==> config.mk <==
export PLATFORM = sky130hd
export DESIGN_NAME = sonic_phy_mgmt_master
export DESIGN_NICKNAME = d
export VERILOG_FILES = /design/src/rtl/sonic_phy_mgmt_pkg.sv /design/src/rtl/sonic_phy_mgmt_timer.sv /design/src/rtl/sonic_phy_mgmt_master.sv
export SDC_FILE = /design/constraint.sdc
export NUM_CORES = 1
export LEC_CHECK = 0
export BUFFER_PORTS_ARGS = -buffer_cell sky130_fd_sc_hd__buf_4
export CAP_MARGIN = 0
export CORE_AREA = 2 2 164 150
export CTS_CLUSTER_DIAMETER = 30
export DETAILED_ROUTE_END_ITERATION = 10
export DIE_AREA = 0 0 166 152
export SLEW_MARGIN = 5
export SYNTH_ARGS = -nofsm -noshare
export SYNTH_HDL_FRONTEND = slang
export SYNTH_SLANG_ARGS = --single-unit
export TNS_END_PERCENT = 30
==> constraint.sdc <==
create_clock -name phy_mgmt_clk -period 4.4 [get_ports phy_mgmt_clk]
set_input_delay 0.44 -clock phy_mgmt_clk [delete_from_list [all_inputs] [get_ports phy_mgmt_clk]]
set_output_delay 0.44 -clock phy_mgmt_clk [all_outputs]
set_load 0.01 [all_outputs]
==> src/rtl/sonic_phy_mgmt_pkg.sv <==
// rtl/sonic_phy_mgmt_pkg.sv - shared types and defaults for the PHY management master
// Purpose: command opcode encoding, FSM state encoding and default bus widths.
// Ports: none (package).
package sonic_phy_mgmt_pkg;

   localparam int DEF_ADDR_W = 9;
   localparam int DEF_DATA_W = 32;

   typedef enum logic [1:0] {
      OP_READ  = 2'b00,
      OP_WRITE = 2'b01,
      OP_RMW   = 2'b10,
      OP_POLL  = 2'b11
   } op_e;

   typedef enum logic [2:0] {
      IDLE  = 3'd0,
      RD    = 3'd1,
      MERGE = 3'd2,
      WR    = 3'd3,
      CHECK = 3'd4,
      RESP  = 3'd5
   } state_e;

endpackage

==> src/rtl/sonic_phy_mgmt_timer.sv <==
// rtl/sonic_phy_mgmt_timer.sv - waitrequest stall counter for the PHY management master
// Purpose: counts stall cycles of one bus transaction and flags the last allowed one.
// Ports:
//   clk     in  clock
//   rst     in  synchronous active-high reset
//   clear   in  restart the count (held while no strobe is on the bus)
//   enable  in  count this cycle (strobe high and waitrequest high)
//   expired out high in the stall cycle that brings the count to LIMIT
module sonic_phy_mgmt_timer #(
   parameter int LIMIT = 1024
) (
   input  logic clk,
   input  logic rst,
   input  logic clear,
   input  logic enable,
   output logic expired
);

   localparam int CW = $clog2(LIMIT + 1);

   logic [CW-1:0] count_q, count_d;

   // Flag in the LIMIT-th stall cycle so the master drops the strobe on
   // that edge, leaving exactly LIMIT stalled strobe cycles on the bus.
   assign expired = enable && (count_q == CW'(LIMIT - 1));

   always_comb begin
      count_d = count_q;
      if (clear) begin
         count_d = '0;
      end else if (enable) begin
         count_d = count_q + CW'(1);
      end
   end

   always_ff @(posedge clk) begin
      if (rst) begin
         count_q <= '0;
      end else begin
         count_q <= count_d;
      end
   end

endmodule

==> src/rtl/sonic_phy_mgmt_master.sv <==
// rtl/sonic_phy_mgmt_master.sv - Avalon-MM initiator for the SoNIC PMA phy_mgmt port
// Purpose: executes single read / write / read-modify-write / poll commands as
// bus transactions and returns one response per command.
// Optional feature: SONIC_MGMT_TIMEOUT_EN adds a waitrequest stall timeout.
// Ports:
//   phy_mgmt_clk, phy_mgmt_clk_reset         clock, synchronous active-high reset
//   cmd_valid/cmd_ready, cmd_op/address/data/mask   command handshake and fields
//   rsp_valid, rsp_data, rsp_error           one-cycle response
//   phy_mgmt_address/read/write/writedata    bus outputs (all registered)
//   phy_mgmt_readdata, phy_mgmt_waitrequest  bus inputs
module sonic_phy_mgmt_master
   import sonic_phy_mgmt_pkg::*;
#(
   parameter int ADDR_W         = DEF_ADDR_W,
   parameter int DATA_W         = DEF_DATA_W,
   parameter int POLL_MAX       = 255,
   parameter int TIMEOUT_CYCLES = 1024
) (
   input  logic              phy_mgmt_clk,
   input  logic              phy_mgmt_clk_reset,
   input  logic              cmd_valid,
   output logic              cmd_ready,
   input  logic [1:0]        cmd_op,
   input  logic [ADDR_W-1:0] cmd_address,
   input  logic [DATA_W-1:0] cmd_data,
   input  logic [DATA_W-1:0] cmd_mask,
   output logic              rsp_valid,
   output logic [DATA_W-1:0] rsp_data,
   output logic              rsp_error,
   output logic [ADDR_W-1:0] phy_mgmt_address,
   output logic              phy_mgmt_read,
   output logic              phy_mgmt_write,
   output logic [DATA_W-1:0] phy_mgmt_writedata,
   input  logic [DATA_W-1:0] phy_mgmt_readdata,
   input  logic              phy_mgmt_waitrequest
);

   localparam logic [7:0] POLL_MAX_C = 8'(POLL_MAX);

   state_e            state_q, state_d;
   op_e               op_q, op_d;
   logic [ADDR_W-1:0] addr_q, addr_d;
   logic [DATA_W-1:0] data_q, data_d;
   logic [DATA_W-1:0] mask_q, mask_d;
   logic [DATA_W-1:0] rd_q, rd_d;
   logic [DATA_W-1:0] wdata_q, wdata_d;
   logic [DATA_W-1:0] rsp_data_q, rsp_data_d;
   logic              read_q, read_d;
   logic              write_q, write_d;
   logic              rsp_valid_q, rsp_valid_d;
   logic              rsp_error_q, rsp_error_d;
   logic [7:0]        attempts_q, attempts_d;

   logic              accept;
   logic              timeout_hit;
   logic              poll_match;
   logic [DATA_W-1:0] merged;

   assign cmd_ready  = (state_q == IDLE) && !phy_mgmt_clk_reset;
   assign accept     = cmd_valid && cmd_ready;
   assign poll_match = ((rd_q & mask_q) == (data_q & mask_q));
   assign merged     = (rd_q & ~mask_q) | (data_q & mask_q);

`ifdef SONIC_MGMT_TIMEOUT_EN
   // The count is held at zero whenever no strobe is on the bus, so it
   // restarts with every strobe assertion (including each poll re-read).
   sonic_phy_mgmt_timer #(
      .LIMIT (TIMEOUT_CYCLES)
   ) u_timer (
      .clk     (phy_mgmt_clk),
      .rst     (phy_mgmt_clk_reset),
      .clear   (!(read_q || write_q)),
      .enable  ((read_q || write_q) && phy_mgmt_waitrequest),
      .expired (timeout_hit)
   );
`else
   logic unused_timeout_cfg;
   assign unused_timeout_cfg = (TIMEOUT_CYCLES > 0);
   assign timeout_hit        = 1'b0;
`endif

   always_comb begin
      state_d     = state_q;
      op_d        = op_q;
      addr_d      = addr_q;
      data_d      = data_q;
      mask_d      = mask_q;
      rd_d        = rd_q;
      wdata_d     = wdata_q;
      read_d      = read_q;
      write_d     = write_q;
      attempts_d  = attempts_q;
      rsp_valid_d = 1'b0;
      rsp_data_d  = rsp_data_q;
      rsp_error_d = rsp_error_q;

      case (state_q)
         IDLE: begin
            if (accept) begin
               op_d       = op_e'(cmd_op);
               addr_d     = cmd_address;
               data_d     = cmd_data;
               mask_d     = cmd_mask;
               attempts_d = 8'd0;
               if (op_e'(cmd_op) == OP_WRITE) begin
                  state_d = WR;
                  write_d = 1'b1;
                  wdata_d = cmd_data;
               end else begin
                  state_d = RD;
                  read_d  = 1'b1;
               end
            end
         end

         RD: begin
            if (timeout_hit) begin
               read_d      = 1'b0;
               state_d     = RESP;
               rsp_valid_d = 1'b1;
               rsp_data_d  = '0;
               rsp_error_d = 1'b1;
            end else if (!phy_mgmt_waitrequest) begin
               read_d     = 1'b0;
               rd_d       = phy_mgmt_readdata;
               attempts_d = attempts_q + 8'd1;
               case (op_q)
                  OP_RMW:  state_d = MERGE;
                  OP_POLL: state_d = CHECK;
                  default: begin
                     state_d     = RESP;
                     rsp_valid_d = 1'b1;
                     rsp_data_d  = phy_mgmt_readdata;
                     rsp_error_d = 1'b0;
                  end
               endcase
            end
         end

         // Bus stays idle for one cycle while the merged value is registered.
         MERGE: begin
            state_d = WR;
            write_d = 1'b1;
            wdata_d = merged;
         end

         WR: begin
            if (timeout_hit) begin
               write_d     = 1'b0;
               state_d     = RESP;
               rsp_valid_d = 1'b1;
               rsp_data_d  = '0;
               rsp_error_d = 1'b1;
            end else if (!phy_mgmt_waitrequest) begin
               write_d     = 1'b0;
               state_d     = RESP;
               rsp_valid_d = 1'b1;
               rsp_data_d  = (op_q == OP_RMW) ? rd_q : '0;
               rsp_error_d = 1'b0;
            end
         end

         // Compare happens on the registered read value, which also
         // guarantees an idle bus cycle before any re-read.
         CHECK: begin
            if (poll_match) begin
               state_d     = RESP;
               rsp_valid_d = 1'b1;
               rsp_data_d  = rd_q;
               rsp_error_d = 1'b0;
            end else if (attempts_q < POLL_MAX_C) begin
               state_d = RD;
               read_d  = 1'b1;
            end else begin
               state_d     = RESP;
               rsp_valid_d = 1'b1;
               rsp_data_d  = rd_q;
               rsp_error_d = 1'b1;
            end
         end

         RESP: begin
            state_d = IDLE;
         end

         default: begin
            state_d = IDLE;
            read_d  = 1'b0;
            write_d = 1'b0;
         end
      endcase
   end

   always_ff @(posedge phy_mgmt_clk) begin
      if (phy_mgmt_clk_reset) begin
         state_q     <= IDLE;
         op_q        <= OP_READ;
         addr_q      <= '0;
         data_q      <= '0;
         mask_q      <= '0;
         rd_q        <= '0;
         wdata_q     <= '0;
         read_q      <= 1'b0;
         write_q     <= 1'b0;
         attempts_q  <= 8'd0;
         rsp_valid_q <= 1'b0;
         rsp_data_q  <= '0;
         rsp_error_q <= 1'b0;
      end else begin
         state_q     <= state_d;
         op_q        <= op_d;
         addr_q      <= addr_d;
         data_q      <= data_d;
         mask_q      <= mask_d;
         rd_q        <= rd_d;
         wdata_q     <= wdata_d;
         read_q      <= read_d;
         write_q     <= write_d;
         attempts_q  <= attempts_d;
         rsp_valid_q <= rsp_valid_d;
         rsp_data_q  <= rsp_data_d;
         rsp_error_q <= rsp_error_d;
      end
   end

   assign phy_mgmt_address   = addr_q;
   assign phy_mgmt_read      = read_q;
   assign phy_mgmt_write     = write_q;
   assign phy_mgmt_writedata = wdata_q;
   assign rsp_valid          = rsp_valid_q;
   assign rsp_data           = rsp_data_q;
   assign rsp_error          = rsp_error_q;

endmodule

==> PnR_summary.wiki <==
{| class="wikitable"
! Metric !! Value
|-
| Startpoint class of the critical path || register
|-
| WP data required || 4.73 ns
|-
| Outcome || complete, no violations
|-
| Total gr overflow || 0
|-
| Die span in x || 166 um
|-
| Biggest area consumer among synthesized cells || sky130_fd_sc_hd__dfxtp_1
|-
| Routability congestion estimate || 0.7910
|-
| Initial Utilization || 34.36%
|-
| Static Leakage || 4.287 nW
|-
| Antenna violations before repair || 1
|-
| Arrival time worst endpoint || 3.08 ns
|-
| Synth warnings || 0
|-
| Port Buffer Count || 188
|-
| WL/cell || 18.51 um
|-
| Core area || 0.02372 mm^2
|-
| Final routed wirelength across all metal layers || 26730 um
|-
| Number of clock buffers inserted by TritonCTS || 17
|-
| Number of nets in the layout || 1235
|-
| Cell Pwr Density || 529.1 mW/mm^2
|-
| Final-layout setup total negative slack || 0 ns
|-
| Standard cell area after detailed placement || 0.009752 mm^2
|-
| RSZ-0062 raised after global routing || no
|-
| Critical path class || register to register
|-
| Portion of total power attributed to the clock network || 28.2%
|-
| Clock slew at reported path FFs || 0.07 ns
|-
| Relative contribution of sequential cells to total power || 41.2%
|-
| Maximum vdd drop || 0.3283 mV
|-
| Count of H-tree levels built during CTS || 4
|-
| Number of instances in the placed design || 1412
|-
| Total of flip-flops plus latches after synthesis || 186
|-
| Number of flops mapped to enable cells by yosys || 0
|-
| Die extent in y || 152 um
|-
| Total count of max-transition violations in the final report || 0
|-
| Fraction of the cycle the final worst path needs || 62.44%
|-
| Vias in the first global route || 7316
|-
| Wire length of the first global-routing pass || 41770 um
|-
| Post-cts repair resize count || 0
|-
| Clock tree root buffer cell || sky130_fd_sc_hd__clkbuf_16
|-
| Switching share of power || 36.26%
|-
| Achievable Freq || 364.0 MHz
|-
| Design area || 0.01033 mm^2
|-
| Number of optimization iterations in the first detailed-route pass || 5
|-
| Worst-Margin Slew || 1.119 ns
|-
| Top cell types by occurrence after synthesis || sky130_fd_sc_hd__nand2_1, sky130_fd_sc_hd__dfxtp_1, sky130_fd_sc_hd__nand3_1
|-
| Final non-filler cell total || 1444
|-
| Fraction of final layout cells with drive strength greater than 1 || 23.96%
|-
| Minimum clock period || 2.748 ns
|-
| Count of cell types in the netlist || 38
|-
| Number of rows in the core area || 54
|-
| Post-CTS setup buffers || 0
|-
| Total half-perimeter wirelength after legalization and detailed placement || 18040 um
|-
| Vias per Instance || 5.170
|-
| Area overhead of the layout relative to synthesis || 26.80%
|-
| Maximum number of pins on one net before global-route repair || 82
|-
| Overall die area || 0.02523 mm^2
|-
| Final Hold Fails || 0
|-
| Worst-case clock skew || 0.01673 ns
|-
| CP Capture Type || register
|-
| Routed via count || 7466
|-
| Overall routing resource usage || 21.03%
|-
| Sequential fraction of the synthesis area || 45.70%
|-
| Share of flip-flops with an asynchronous set or reset || 0%
|-
| Crit Path Max Fanout || 17
|-
| Post-synthesis cell area || 0.008148 mm^2
|-
| Mapped Avg Cell Area || 8.314 um^2
|-
| Internal power || 3.484 mW
|-
| Synth top area share || 45.70%
|-
| Number of top-level pins || 189
|-
| DRC || 0
|-
| Net Count, Synth || 1092
|-
| Iteration-0 DRC Markers || 615
|-
| Number of instances in the synthesized netlist || 980
|-
| Logic pwr share || 30.6%
|-
| CTS tree || built
|-
| Detail Route Antenna Nets || 0
|-
| Class of the worst hold path || primary input to register
|-
| Reported max-cap violation count || 0
|-
| Leading register cell type out of synthesis || sky130_fd_sc_hd__dfxtp_1
|-
| Most common cell in the synthesized netlist || sky130_fd_sc_hd__nand2_1
|-
| Relative max-transition margin || 25.25%
|-
| Switching Power || 1.982 mW
|-
| Setup-violating endpoint count in the final report || 0
|-
| Number of buffers between clock root and the deepest sink || 2
|-
| CTS sink cnt || 186
|-
| Worst-skew pair later-pin latency || 0.44 ns
|-
| Hold buffer count at cts || 0
|-
| Top post-synthesis cells by area || sky130_fd_sc_hd__dfxtp_1, sky130_fd_sc_hd__nand2_1, sky130_fd_sc_hd__a221oi_2
|}
[per-layer routing]
metal / share of wire (%) / wire length, um / global-route usage [%] / vias to the layer above
li1: - / - / - / 3693
met4: 0.90 / 240 / 4.141 / 0
met2: 44 / 11820 / 32.54 / 241
met5: 0 / 0 / 0 / -
met1: 47 / 12560 / 29.15 / 3517
met3: 7.9 / 2113 / 6.356 / 15
[sequential cells by signal (all words and copies together), names as in the netlist, 2 cells and up]
register            cells
op_q                    2
rsp_data               32
state_q                 3
phy_mgmt_address        9
mask_q                 32
attempts_q              8
data_q                 32
rd_q                   32
phy_mgmt_writedata     32
[power by group through the flow]
| stage | Clock [mW] | Combinational [mW] | Sequential [mW] |
|---|---|---|---|
| 2_1_floorplan | 0 | 1.01 | 2.26 |
| 3_3_place_gp | 0 | 1.67 | 2.28 |
| 3_5_place_dp | 0 | 1.68 | 2.28 |
| 4_1_cts | 1.57 | 1.69 | 2.25 |
| 5_1_grt | 1.64 | 1.83 | 2.29 |
| 6_report | 1.54 | 1.67 | 2.25 |
[metrics by stage]
stage | hold WS, ns | power [mW] | utilization [%] | worst slack, ns
after global placement | 0.4440 | 3.948 | 41.12 | 1.678
after CTS | 0.1705 | 5.506 | 43.55 | 1.586
after detailed placement | 0.4477 | 3.963 | 41.12 | 1.595
after floorplan | 0.4421 | 3.271 | - | 2.303
after global routing | 0.1787 | 5.752 | 43.55 | 1.478
final | 0.1833 | 5.467 | 43.56 | 1.652
[worst max-delay path, cell delays in order (launching register included)]
cell and delay (ns):
sky130_fd_sc_hd__dfxtp_1 0.67, sky130_fd_sc_hd__nor2b_1 0.39, sky130_fd_sc_hd__nand4b_1 0.14, sky130_fd_sc_hd__nand2_1 0.58, sky130_fd_sc_hd__buf_4 0.39, sky130_fd_sc_hd__a221oi_1 0.18
sky130_fd_sc_hd__a221oi_2 0.29
[kinds of logic (layout without fill, tap and decap cells)]
| kind of cell | Yosys count | after routing | synth area share (%) |
|---|---|---|---|
| adder cells (fa/ha/maj) | 1 | 1 | 0.1535 |
| AO/OA/AOI/OAI | 195 | 195 | 18.92 |
| XOR/XNOR | 37 | 37 | 3.977 |
| multiplexers | 33 | 33 | 4.054 |
| buffers and inverters | 110 | 265 | 5.482 |
| flip-flops | 186 | 186 | 45.70 |
| other | 0 | 1 | 0 |
| AND/OR/NAND/NOR | 418 | 418 | 21.71 |
[final timing paths]
kind / from / endpoint / slack [ns] / cells after the start
hold reg to reg: phy_mgmt_writedata[25] / phy_mgmt_writedata[25] / 0.46 / 2
setup / recovery: state_q[0] / rsp_data[16] / 1.65 / 6
hold / removal: cmd_address[0] / phy_mgmt_address[0] / 0.18 / 3
setup reg to reg: state_q[0] / rsp_data[16] / 1.65 / 6
[layout make-up]
| class | count | area [um^2] |
|---|---|---|
| inverter | 34 | 127.6 |
| fill | 2366 | 13380 |
| antenna | 1 | 2.502 |
| tap | 308 | 385.4 |
| clock buffer | 20 | 456.7 |
| timing repair buffer | 200 | 1501 |
| clock inverter | 11 | 120.1 |
| sequential | 186 | 3724 |
| multi-input combinational | 684 | 4014 |
[placed cells by master, fill, tap and decap left out, types with 2 or more instances in the layout]
master                       synthesis  final
sky130_fd_sc_hd__a21oi_1            74     73
sky130_fd_sc_hd__a221oi_1           35     35
sky130_fd_sc_hd__a221oi_2           29     29
sky130_fd_sc_hd__a22oi_1            16     16
sky130_fd_sc_hd__buf_4               0    200
sky130_fd_sc_hd__bufinv_16           0      2
sky130_fd_sc_hd__clkbuf_16           0     17
sky130_fd_sc_hd__clkbuf_8            0      2
sky130_fd_sc_hd__clkinv_2            0      4
sky130_fd_sc_hd__clkinvlp_4          0      3
sky130_fd_sc_hd__dfxtp_1           186    186
sky130_fd_sc_hd__inv_1              33     33
sky130_fd_sc_hd__inv_6               0      2
sky130_fd_sc_hd__mux2i_1            33     33
sky130_fd_sc_hd__nand2_1           287    285
sky130_fd_sc_hd__nand2_2             0      2
sky130_fd_sc_hd__nand2b_1            2      2
sky130_fd_sc_hd__nand3_1            80     80
sky130_fd_sc_hd__nand4_1             7      7
sky130_fd_sc_hd__nor2_1             17     16
sky130_fd_sc_hd__nor2b_1             5      5
sky130_fd_sc_hd__nor3_1              7      6
sky130_fd_sc_hd__o211ai_1           33     33
sky130_fd_sc_hd__o21ai_0             3      3
sky130_fd_sc_hd__or3_1               2      2
sky130_fd_sc_hd__or4_1               2      2
sky130_fd_sc_hd__xnor2_1             2      2
sky130_fd_sc_hd__xor2_1             35     35
Note: power is estimated with default switching activity, not from simulation.
